==> src/rtl/ring_counter.sv <==
// ring_counter: self-correcting one-hot ring sequencer
module ring_counter #(
  parameter int N        = 4,
  parameter int INIT_POS = 0,
  parameter bit DIR      = 1'b0
) (
  input  logic         clk,
  input  logic         en,
  input  logic         reset,
  output logic [N-1:0] q
);
  localparam logic [N-1:0] INIT = N'(1) << INIT_POS;
  if (N < 1 || INIT_POS < 0 || INIT_POS >= N) begin : g_bad_param
    $error("ring_counter: illegal N=%0d / INIT_POS=%0d", N, INIT_POS);
  end
  logic [N-1:0] ring_q, ring_d, rot;
  logic         legal;
  // Both rotations stay well-formed at N=1, where they reduce to the identity.
  assign rot    = DIR ? ((ring_q >> 1) | (ring_q << (N - 1)))
                      : ((ring_q << 1) | (ring_q >> (N - 1)));
  assign legal  = (ring_q != '0) && ((ring_q & (ring_q - N'(1))) == '0);
  assign ring_d = !legal ? INIT : en ? rot : ring_q;
  always_ff @(posedge clk or negedge reset)
    if (!reset) ring_q <= INIT;
    else        ring_q <= ring_d;
  assign q = ring_q;
endmodule

==> config.mk <==
export PLATFORM = sky130hd
export DESIGN_NAME = ring_counter
export DESIGN_NICKNAME = d
export VERILOG_FILES = /design/src/rtl/ring_counter.sv
export SDC_FILE = /design/constraint.sdc
export NUM_CORES = 1
export LEC_CHECK = 0
export ABC_CLOCK_PERIOD_IN_PS = 2360
export CAP_MARGIN = 25
export CORE_AREA = 10 10 47 49
export CTS_CLUSTER_SIZE = 28
export DETAILED_ROUTE_END_ITERATION = 6
export DIE_AREA = 0 0 57 59
export GPL_TIMING_DRIVEN = 0
export SLEW_MARGIN = 20
export SYNTH_ARGS = -nofsm -noshare
export SYNTH_HDL_FRONTEND = slang
export SYNTH_SLANG_ARGS = --single-unit
export TNS_END_PERCENT = 100
==> constraint.sdc <==
create_clock -name clk -period 2.36 [get_ports clk]
set_input_delay 0.354 -clock clk [delete_from_list [all_inputs] [get_ports clk]]
set_output_delay 0.354 -clock clk [all_outputs]
set_load 0.03 [all_outputs]
After elaboration in Yosys (flattened, before gate mapping)
Index checks and enable logic that the tools add are counted.

Output and inout bits: 4. Register bits: 4. Bits of input ports: 3.

Bitwise gates (word level): 2. Reductions and logical operators: 3. Equality and inequality tests: 1. Mux-type cells: 2. $add $sub $neg: 1.

Operators by type and width (count): $mux W4 (2); $and A4 B4 Y4 (1); $logic_not A4 Y1 (1); $or A4 B1 Y4 (1); $reduce_bool A4 Y1 (1); $sub A4 B1 Y4 const B (1); $ne A2 B2 Y1 const B (1); $logic_and A1 B1 Y1 (1).

Longest topological paths before layout
Gate-level depths: netlist of the first run.

Word-level depth: 5. Mapped depth: 3.

Worst setup path after synthesis of the first run
OpenSTA, ideal clock, no wires.

Path type: reg-to-reg. Start: register ring_q[3], in the netlist q[3]. End: register ring_q[0], in the netlist q[0]. Period minus slack after synthesis: 1.267 ns. Data required time: 2.277 ns. Setup slack: 1.093 ns. Arrival time: 1.184 ns. Cell stages (with the launch flop): 4. Path buffers: 0. Cell sequence: dfrtp_1 > or3b_4 > a211oi_2 > a21oi_1.

Longest elaborated chain between the ends: 5.

Ends and longest elaborated chain: start: declaration (line 16) `logic [N-1:0] ring_q, ring_d, rot;`; start signal: assignment (line 25) `else ring_q <= ring_d;`; $sub A4 B1 Y4 (line 21) `assign legal = (ring_q != '0) && ((ring_q & (ring_q - N'(1))) == '0);`; $and A4 B4 Y4 (line 21); $logic_not A4 Y1 (line 21); $logic_and A1 B1 Y1 (line 21); $ne A2 B2 Y1 (no line) / $mux W4 (equally long branches).

Several ways; a longest one is shown, not always the timed one. The select of a mux whose other input is x is not followed. A chain may end at the register's enable or synchronous reset.

Worst setup path after layout of the first run
Start: register ring_q[0], in the netlist q[0]. End: output q[0].

RTL lines: end: declaration (line 10) `output logic [N-1:0] q`.

No word-level cell between the ends.

==> impl_metrics.csv, run 1 <==
group,metric,value,unit
logic_synthesis,ys_async_sr_fraction,1.000,
cts,postCtsSetupBuffers,0,
setup_path,rr_worst_depth,3,
layout,regArea,101.3,µm²
timing,drv_slew,0,
layout,drive_gt1_frac,0.2333,
min_path,hold_path_class,"input port to asynchronous set/reset pin",
cts,ctsResizeCount,0,
die,die_h,59,µm
power,power.leakage,0.1153,nW
detailed_routing,final_antenna_net_count,0,
layout,layout.nets,34,
timing,fin_ws,500.1,ps
timing,post-route-min-period,1860,ps
placement,place_area,294.0,µm²
placement,place_worst_setup_slack,732.7,ps
logic_synthesis,netlist_instances,20,
setup_path,start_kind,"flop",
timing,tns,0,ps
layout,multi_input_area,108.9,µm²
flow_run,drv_cap,0,
logic_synthesis,syn_area,214.0,µm²
setup_path,worstSetupEndpointType,"primary output",
cts,clk_latency,230,ps
run_status,outcome,"completed",
timing,clock-skew-final,4.427,ps
layout,nFillCells,166,
logic_synthesis,synth_edf_count,0,
placement,dp_hpwl,367.9,µm
layout,diodes,0,
timing,finalSetupViolations,0,
setup_path,worst_path_largest_cell_delay,690,ps
die,die_w,57,µm
timing,worstMarginPinSlew,310.6,ps
logic_synthesis,netlist-cell-type-count,15,
setup_path,slowest_stage,"clkdlybuf4s50_1",
grt,grt_max_degree,8,
setup_path,worstPathRequired,2010,ps
placement,routabilityCongestion,0.6195,
layout,fin_util,0.2286,
grt,overflow,0,
layout,largest_reg_flops,4,
setup_path,crit_cells,1,
die,start_util,0.1527,
cts,clockBufferDepth,2,
placement,io_buffers,6,
cts,htree_num_levels,1,
die,io_pins,7,
logic_synthesis,ys_dominant_reg_cell,"dfrtp_1",
cts,cts_buffers,3,
setup_path,worstPathCellList,"clkdlybuf4s50_1",
setup_path,cp_max_fo,7,
die,dieArea,3363,µm²
detailed_routing,vias,178,
grt,grt_pass1_vias,177,
setup_path,crit_type,"flop to primary output",
layout,area_growth,49.71,%
grt,grt_pass1_wl,759,µm
layout,design_area,320.3,µm²
detailed_routing,wirelength,470,µm
die,core-area,1401,µm²
grt,antenna_found_initial,0,
timing,hold_viol,0,
setup_path,crit_buf_inv,1,
cts,root_buffer,"clkbuf_4",
logic_synthesis,synth_seq_cells,4,
cts,cts_tree,"yes",
detailed_routing,avgViaCountPerCell,3.870,
die,rows,14,
detailed_routing,drc,0,
timing,fmax,537.7,MHz
logic_synthesis,ys_warn_count,0,
power,vdd_drop_max,0.2912,mV
logic_synthesis,syn_area_per_cell,10.70,µm²
setup_path,path_delay_family,"buffers and inverters",
timing,rsz0062_at_grt,"false",
setup_path,cp.arrival,1510,ps
grt,grtUsageTotal,0.03075,
cts,hold_buffers,0,
logic_synthesis,syn-num-nets,23,
timing,fin_crit_sh,0.7881,
timing,max-slew-margin-rel,0.7923,
cts,clk_pin_slew,40,ps
detailed_routing,drt_iter0_drc,3,
logic_synthesis,yosysSeqAreaShare,0.4737,
power,power_density,1082,nW/µm²
detailed_routing,first_pass_iters,2,
detailed_routing,wl_per_cell,10.22,µm
cts,cts.sinks,4,
through the flow:
| step | std cells | total power, W | hold WS, ps |
|---|---|---|---|
| 6_report | 46 | 0.0003466 | 320.4 |
| 5_1_grt | 46 | 0.0003715 | 323.1 |
| 4_1_cts | 46 | 0.0003545 | 315.0 |
| 3_5_place_dp | 42 | 0.0002581 | 528.1 |
| 3_3_place_gp | 42 | 0.0002565 | 515.7 |
| 2_1_floorplan | 20 | 0.0002012 | 58.41 |
where the power goes:
part	switching (W)	internal [W]	total, W
logic	0.0000681	0.0000564	0.000124
registers	0.0000373	0.0000940	0.000131
clock network	0.0000274	0.0000634	0.0000908
placed cells by master, fill, tap and decap left out, drive strengths merged:
master / count
clkdlybuf4s50: 6
clkbuf: 4
dfrtp: 3
nand3b: 2
a211oi: 2
a21oi: 2
inv: 1
or3: 1
nor2: 1
a21boi: 1
o21ai: 1
or3b: 1
nand2b: 1
nor2b: 1
nor3b: 1
nor3: 1
dfstp: 1
layout make-up:
type / instances / share of cell area
flip-flops and latches: 4 / 0.3164
well taps: 16 / 0.06250
clock buffers: 4 / 0.08203
repair buffers: 6 / 0.1875
inverters: 1 / 0.01172
multi-input cells: 15 / 0.3398
worst paths after layout:
path	end	slack, ps	start
worst max-delay path	q[0]	500	q[0]
worst min-delay path	q[3]	320	reset
worst max register to register	q[0]	1170	q[2]
worst min register to register	q[2]	520	q[3]
max in group asynchronous	q[0]	1800	reset
min in group clk	q[2]	520	q[3]
per-layer routing:
layer	wire, µm	GRT usage
met5	0	0
met4	0	0.03020
met3	43	0.02361
met2	208	0.03566
met1	218	0.03345
cells by family (layout without fill, tap and decap cells):
logic type / after synthesis / count (layout) / share of synthesized area
AND/OR/NAND/NOR: 9 / 9 / 0.2866
flip-flops: 4 / 4 / 0.4737
buffers and inverters: 1 / 11 / 0.01753
AO/OA/AOI/OAI: 6 / 6 / 0.2222
synth_stat cells (2+ instances only):
master,n,area [µm²]
a211oi_2,2,25.02
nand3b_1,2,15.01
a21oi_1,2,10.01
dfrtp_1,3,75.07
No activity file was read; power rests on OpenSTA's default activity.
==> inputs of run 2 (changes only) <==
--- a/config.mk
+++ b/config.mk
@@ -5,7 +5,7 @@
 export SDC_FILE = /design/constraint.sdc
 export NUM_CORES = 1
 export LEC_CHECK = 0
-export ABC_CLOCK_PERIOD_IN_PS = 2360
+export ABC_CLOCK_PERIOD_IN_PS = 1590
 export CAP_MARGIN = 25
 export CORE_AREA = 10 10 47 49
 export CTS_CLUSTER_SIZE = 28
==> constraint.sdc (replaced) <==
create_clock -name clk -period 1.59 [get_ports clk]
set_input_delay 0.2385 -clock clk [delete_from_list [all_inputs] [get_ports clk]]
set_output_delay 0.2385 -clock clk [all_outputs]
set_load 0.03 [all_outputs]
==> run 2 against run 1 <==
Die area unchanged. Cell area is 1.6% lower. Critical path depth is the same. Clock skew unchanged. Worst setup slack worse by 380 ps. Flip-flop and latch count did not move. Largest cell class unchanged.
==> impl_metrics.csv, run 2 (synthesis results as in run 1) <==
group,metric,value,unit
timing,clock-skew-final,4.427,ps
flow_run,drv_cap,0,
timing,fin_crit_sh,0.9243,
setup_path,worstSetupEndpointType,"primary output",
detailed_routing,first_pass_iters,2,
setup_path,r2r-start,"q[2]",
cts,htree_num_levels,1,
timing,fmax,680.5,MHz
layout,final_common_cell,"dlygate4sd2_1",
cts,clockBufferDepth,2,
detailed_routing,drc,0,
cts,clk_latency,230,ps
setup_path,rr_worst_depth,3,
setup_path,cp_max_fo,7,
layout,layout.nets,34,
setup_path,r2r_slack,400,ps
setup_path,reg2reg_to,"q[0]",
detailed_routing,vias,178,
detailed_routing,drt_iter0_drc,3,
die,rows,14,
layout,diodes,0,
grt,grtUsageTotal,0.03075,
setup_path,worst_path_largest_cell_delay,580,ps
setup_path,crit_type,"flop to primary output",
setup_path,cp.arrival,1230,ps
die,die_w,57,µm
die,dieArea,3363,µm²
setup_path,slowest_stage,"dfstp_2",
timing,post-route-min-period,1470,ps
timing,finalSetupViolations,0,
placement,routabilityCongestion,0.6195,
cts,cts_buffers,3,
setup_path,worstPathRequired,1350,ps
layout,area_growth,47.37,%
setup_path,crit_buf_inv,1,
die,die_h,59,µm
setup_path,crit_cells,1,
grt,grt_pass1_vias,177,
cts,cts_tree,"yes",
grt,grt_pass1_wl,759,µm
timing,tns,0,ps
layout,largest_reg_flops,4,
min_path,hold_path_class,"input port to asynchronous set/reset pin",
placement,dp_hpwl,367.9,µm
cts,cts.sinks,4,
detailed_routing,final_antenna_net_count,0,
timing,worstMarginPinSlew,304.7,ps
detailed_routing,wirelength,470,µm
grt,grt_max_degree,8,
layout,fin_cells,46,
grt,antenna_found_initial,0,
die,io_pins,7,
placement,place_inst,42,
timing,drv_slew,0,
die,core-area,1401,µm²
power,power_density,1565,nW/µm²
setup_path,path_delay_family,"flip-flops",
detailed_routing,wl_per_cell,10.22,µm
power,power.leakage,0.1276,nW
run_status,outcome,"completed",
timing,hold_viol,0,
placement,io_buffers,6,
die,start_util,0.1527,
setup_path,start_kind,"flop",
cts,clk_pin_slew,40,ps
timing,max-slew-margin-rel,0.7976,
detailed_routing,avgViaCountPerCell,3.870,
cts,root_buffer,"clkbuf_4",
layout,drive_gt1_frac,0.2333,
layout,final_cell_mix,"4 x dlygate4sd2_1, 3 x clkbuf_4, 3 x dfrtp_1",
timing,rsz0062_at_grt,"false",
power,vdd_drop_max,0.4307,mV
grt,overflow,0,
setup_path,worstPathCellList,"dlygate4sd2_1",
run 2: cell count changes in the layout (fill, tap and decap cells not counted), sizes merged:
cell           previous run  this run
clkdlybuf4s50             6         2
dlygate4sd2               0         4
run 2: final cells by class:
class / instances / area, µm²
repair buffers: 6 / 55.05
multi-input cells: 15 / 108.9
flip-flops and latches: 4 / 101.3
inverters: 1 / 3.754
fillers: 166 / 1086
well taps: 16 / 20.02
clock buffers: 4 / 26.28
run 2: metrics by stage:
step | utilization | power, W | area [µm²] | hold WS (ps) | setup slack [ps]
2_1_floorplan | - | 0.0002986 | 214.0 | -57.09 | 323.2
3_3_place_gp | 0.2098 | 0.0003808 | 294.0 | 446.2 | 76.33
3_5_place_dp | 0.2098 | 0.0003832 | 294.0 | 454.8 | 78.22
4_1_cts | 0.2250 | 0.0005055 | 315.3 | 199.5 | 101.7
5_1_grt | 0.2250 | 0.0005307 | 315.3 | 207.6 | 80.94
6_report | 0.2250 | 0.0004936 | 315.3 | 204.9 | 120.4
run 2: power by group:
group	internal, W	switching (W)	leakage, nW
logic	0.0000640	0.000101	0.0616
registers	0.000139	0.0000542	0.0511
clock network	0.0000941	0.0000407	0.0150
run 2: worst max-delay path by stage:
stage	from	end
6_report	q[0]	q[0]
5_1_grt	q[0]	q[0]
4_1_cts	q[0]	q[0]
3_5_place_dp	q[0]	q[0]
3_3_place_gp	q[0]	q[0]
2_1_floorplan	q[3]	q[0]
run 2: what timing repair did:
| action | in CTS | in global routing |
|---|---|---|
| buffers inserted | 0 | 0 |
| resized for setup | 4 | 0 |
| hold endpoints to repair | 0 | 0 |
| hold buffers | 0 | 0 |
| endpoints found under the setup margin | 4 | 0 |
run 2: layer usage:
layer | global-route usage | share of wire | vias to the layer above
li1 | - | - | 92
met1 | 0.03345 | 0.46 | 81
met2 | 0.03566 | 0.44 | 5
met3 | 0.02361 | 0.094 | 0
met4 | 0.03020 | 0 | 0
met5 | 0 | 0 | -
==> inputs of run 3 (changes only) <==
--- a/config.mk
+++ b/config.mk
@@ -5,7 +5,7 @@
 export SDC_FILE = /design/constraint.sdc
 export NUM_CORES = 1
 export LEC_CHECK = 0
-export ABC_CLOCK_PERIOD_IN_PS = 1590
+export ABC_CLOCK_PERIOD_IN_PS = 1350
 export CAP_MARGIN = 25
 export CORE_AREA = 10 10 47 49
 export CTS_CLUSTER_SIZE = 28
==> constraint.sdc (replaced) <==
create_clock -name clk -period 1.35 [get_ports clk]
set_input_delay 0.2025 -clock clk [delete_from_list [all_inputs] [get_ports clk]]
set_output_delay 0.2025 -clock clk [all_outputs]
set_load 0.03 [all_outputs]
==> run 3 against run 2 <==
Critical path depth did not move. Count of clock-buffer cells in the layout did not move. Combinational power rose by 14%. Worst setup slack got worse by 48 ps. Critical path type unchanged. Critical endpoint is now q[2]. Largest power group unchanged.
==> impl_metrics.csv, run 3 (synthesis results as in run 1) <==
group,metric,value,unit
setup_path,path_delay_family,"flip-flops",
setup_path,cp_max_fo,7,
die,rows,14,
die,dieArea,3363,µm²
timing,max-slew-margin-rel,0.7981,
grt,antenna_found_initial,0,
setup_path,cp.arrival,1080,ps
layout,final_cell_mix,"3 x clkbuf_4, 3 x dfrtp_1",
timing,holdWs,168.9,ps
timing,rsz0062_at_grt,"false",
setup_path,worstPathRequired,1150,ps
grt,grt_max_degree,8,
detailed_routing,drt_iter0_drc,3,
detailed_routing,drc,0,
layout,fin_util,0.2205,
timing,hold_viol,0,
setup_path,rr_worst_depth,3,
grt,grtUsageTotal,0.03075,
layout,layout.nets,34,
setup_path,r2r_slack,160,ps
setup_path,start_kind,"flop",
layout,diodes,0,
detailed_routing,wl_per_cell,10.22,µm
timing,fin_crit_sh,0.9466,
detailed_routing,final_antenna_net_count,0,
setup_path,worstSetupEndpointType,"primary output",
cts,htree_num_levels,1,
power,power_density,1863,nW/µm²
setup_path,crit_buf_inv,1,
cts,cts_buffers,3,
setup_path,crit_type,"flop to primary output",
die,core-area,1401,µm²
detailed_routing,avgViaCountPerCell,3.870,
setup_path,slowest_stage,"dfrtp_1",
timing,worstMarginPinSlew,304.1,ps
placement,io_buffers,6,
timing,clock-skew-final,4.427,ps
cts,cts_tree,"yes",
setup_path,r2r-start,"q[2]",
detailed_routing,first_pass_iters,2,
setup_path,startpoint,"q[2]",
layout,drive_gt1_frac,0.3000,
cts,clk_pin_slew,40,ps
run_status,outcome,"completed",
setup_path,reg2reg_to,"q[0]",
layout,area_growth,44.44,%
power,power.leakage,0.1212,nW
cts,hold_buffers,0,
timing,finalSetupViolations,0,
grt,grt_pass1_vias,177,
timing,fmax,782.5,MHz
timing,drv_slew,0,
grt,overflow,0,
cts,root_buffer,"clkbuf_4",
cts,cts.sinks,4,
layout,largest_reg_flops,4,
die,io_pins,7,
grt,grt_pass1_wl,759,µm
detailed_routing,vias,178,
cts,postCtsSetupBuffers,0,
placement,routabilityCongestion,0.6195,
detailed_routing,wirelength,470,µm
die,die_w,57,µm
timing,post-route-min-period,1278,ps
min_path,hold_path_class,"input port to asynchronous set/reset pin",
die,start_util,0.1527,
cts,clk_latency,230,ps
placement,dp_hpwl,367.9,µm
power,vdd_drop_max,0.5088,mV
cts,clockBufferDepth,2,
setup_path,worstPathCellList,"clkdlybuf4s15_1",
die,die_h,59,µm
flow_run,drv_cap,0,
setup_path,worst_path_largest_cell_delay,440,ps
==> run 3: repair_timing <==
item,4_1_cts,5_1_grt
cloned,0,0
resized for setup,7,4
setup endpoints to repair,4,3
hold endpoints to repair,0,0
==> run 3: area by class of cell <==
class                   instances  area (µm²)
multi-input cells              15       108.9
flip-flops and latches          4       101.3
inverters                       1       3.754
repair buffers                  6       48.80
fillers                       168        1092
well taps                      16       20.02
clock buffers                   4       26.28
==> run 3: worst max-delay path by stage <==
stage	endpoint	cells past startpoint
floorplan	q[0]	3
global placement	q[0]	1
detailed placement	q[0]	1
CTS	q[0]	1
global route	q[2]	1
finish	q[2]	1
==> run 3: power breakdown <==
| group | internal (W) | switching, W |
|---|---|---|
| clock network | 0.000111 | 0.0000479 |
| logic | 0.0000691 | 0.000119 |
| registers | 0.000164 | 0.0000646 |
| total | 0.000344 | 0.000232 |
==> run 3: layer usage <==
metal | vias up | part of all wire | global-route usage
met5 | - | 0 | 0
met4 | 0 | 0 | 0.03020
met3 | 0 | 0.091 | 0.02361
met2 | 5 | 0.44 | 0.03566
met1 | 81 | 0.46 | 0.03345
li1 | 92 | - | -
==> run 3: per-stage QoR <==
stage | instances | setup WS (ps) | TNS [ps] | instance area, µm² | power (W)
after floorplan | 20 | 83.19 | 0 | 214.0 | 0.0003517
after global placement | 42 | -127.7 | -312.5 | 294.0 | 0.0004485
after detailed placement | 42 | -125.8 | -310.1 | 294.0 | 0.0004513
after CTS | 46 | 0.5228 | 0 | 316.6 | 0.0006019
after global routing | 46 | 20.70 | 0 | 309.0 | 0.0006212
final | 46 | 72.07 | 0 | 309.0 | 0.0005759
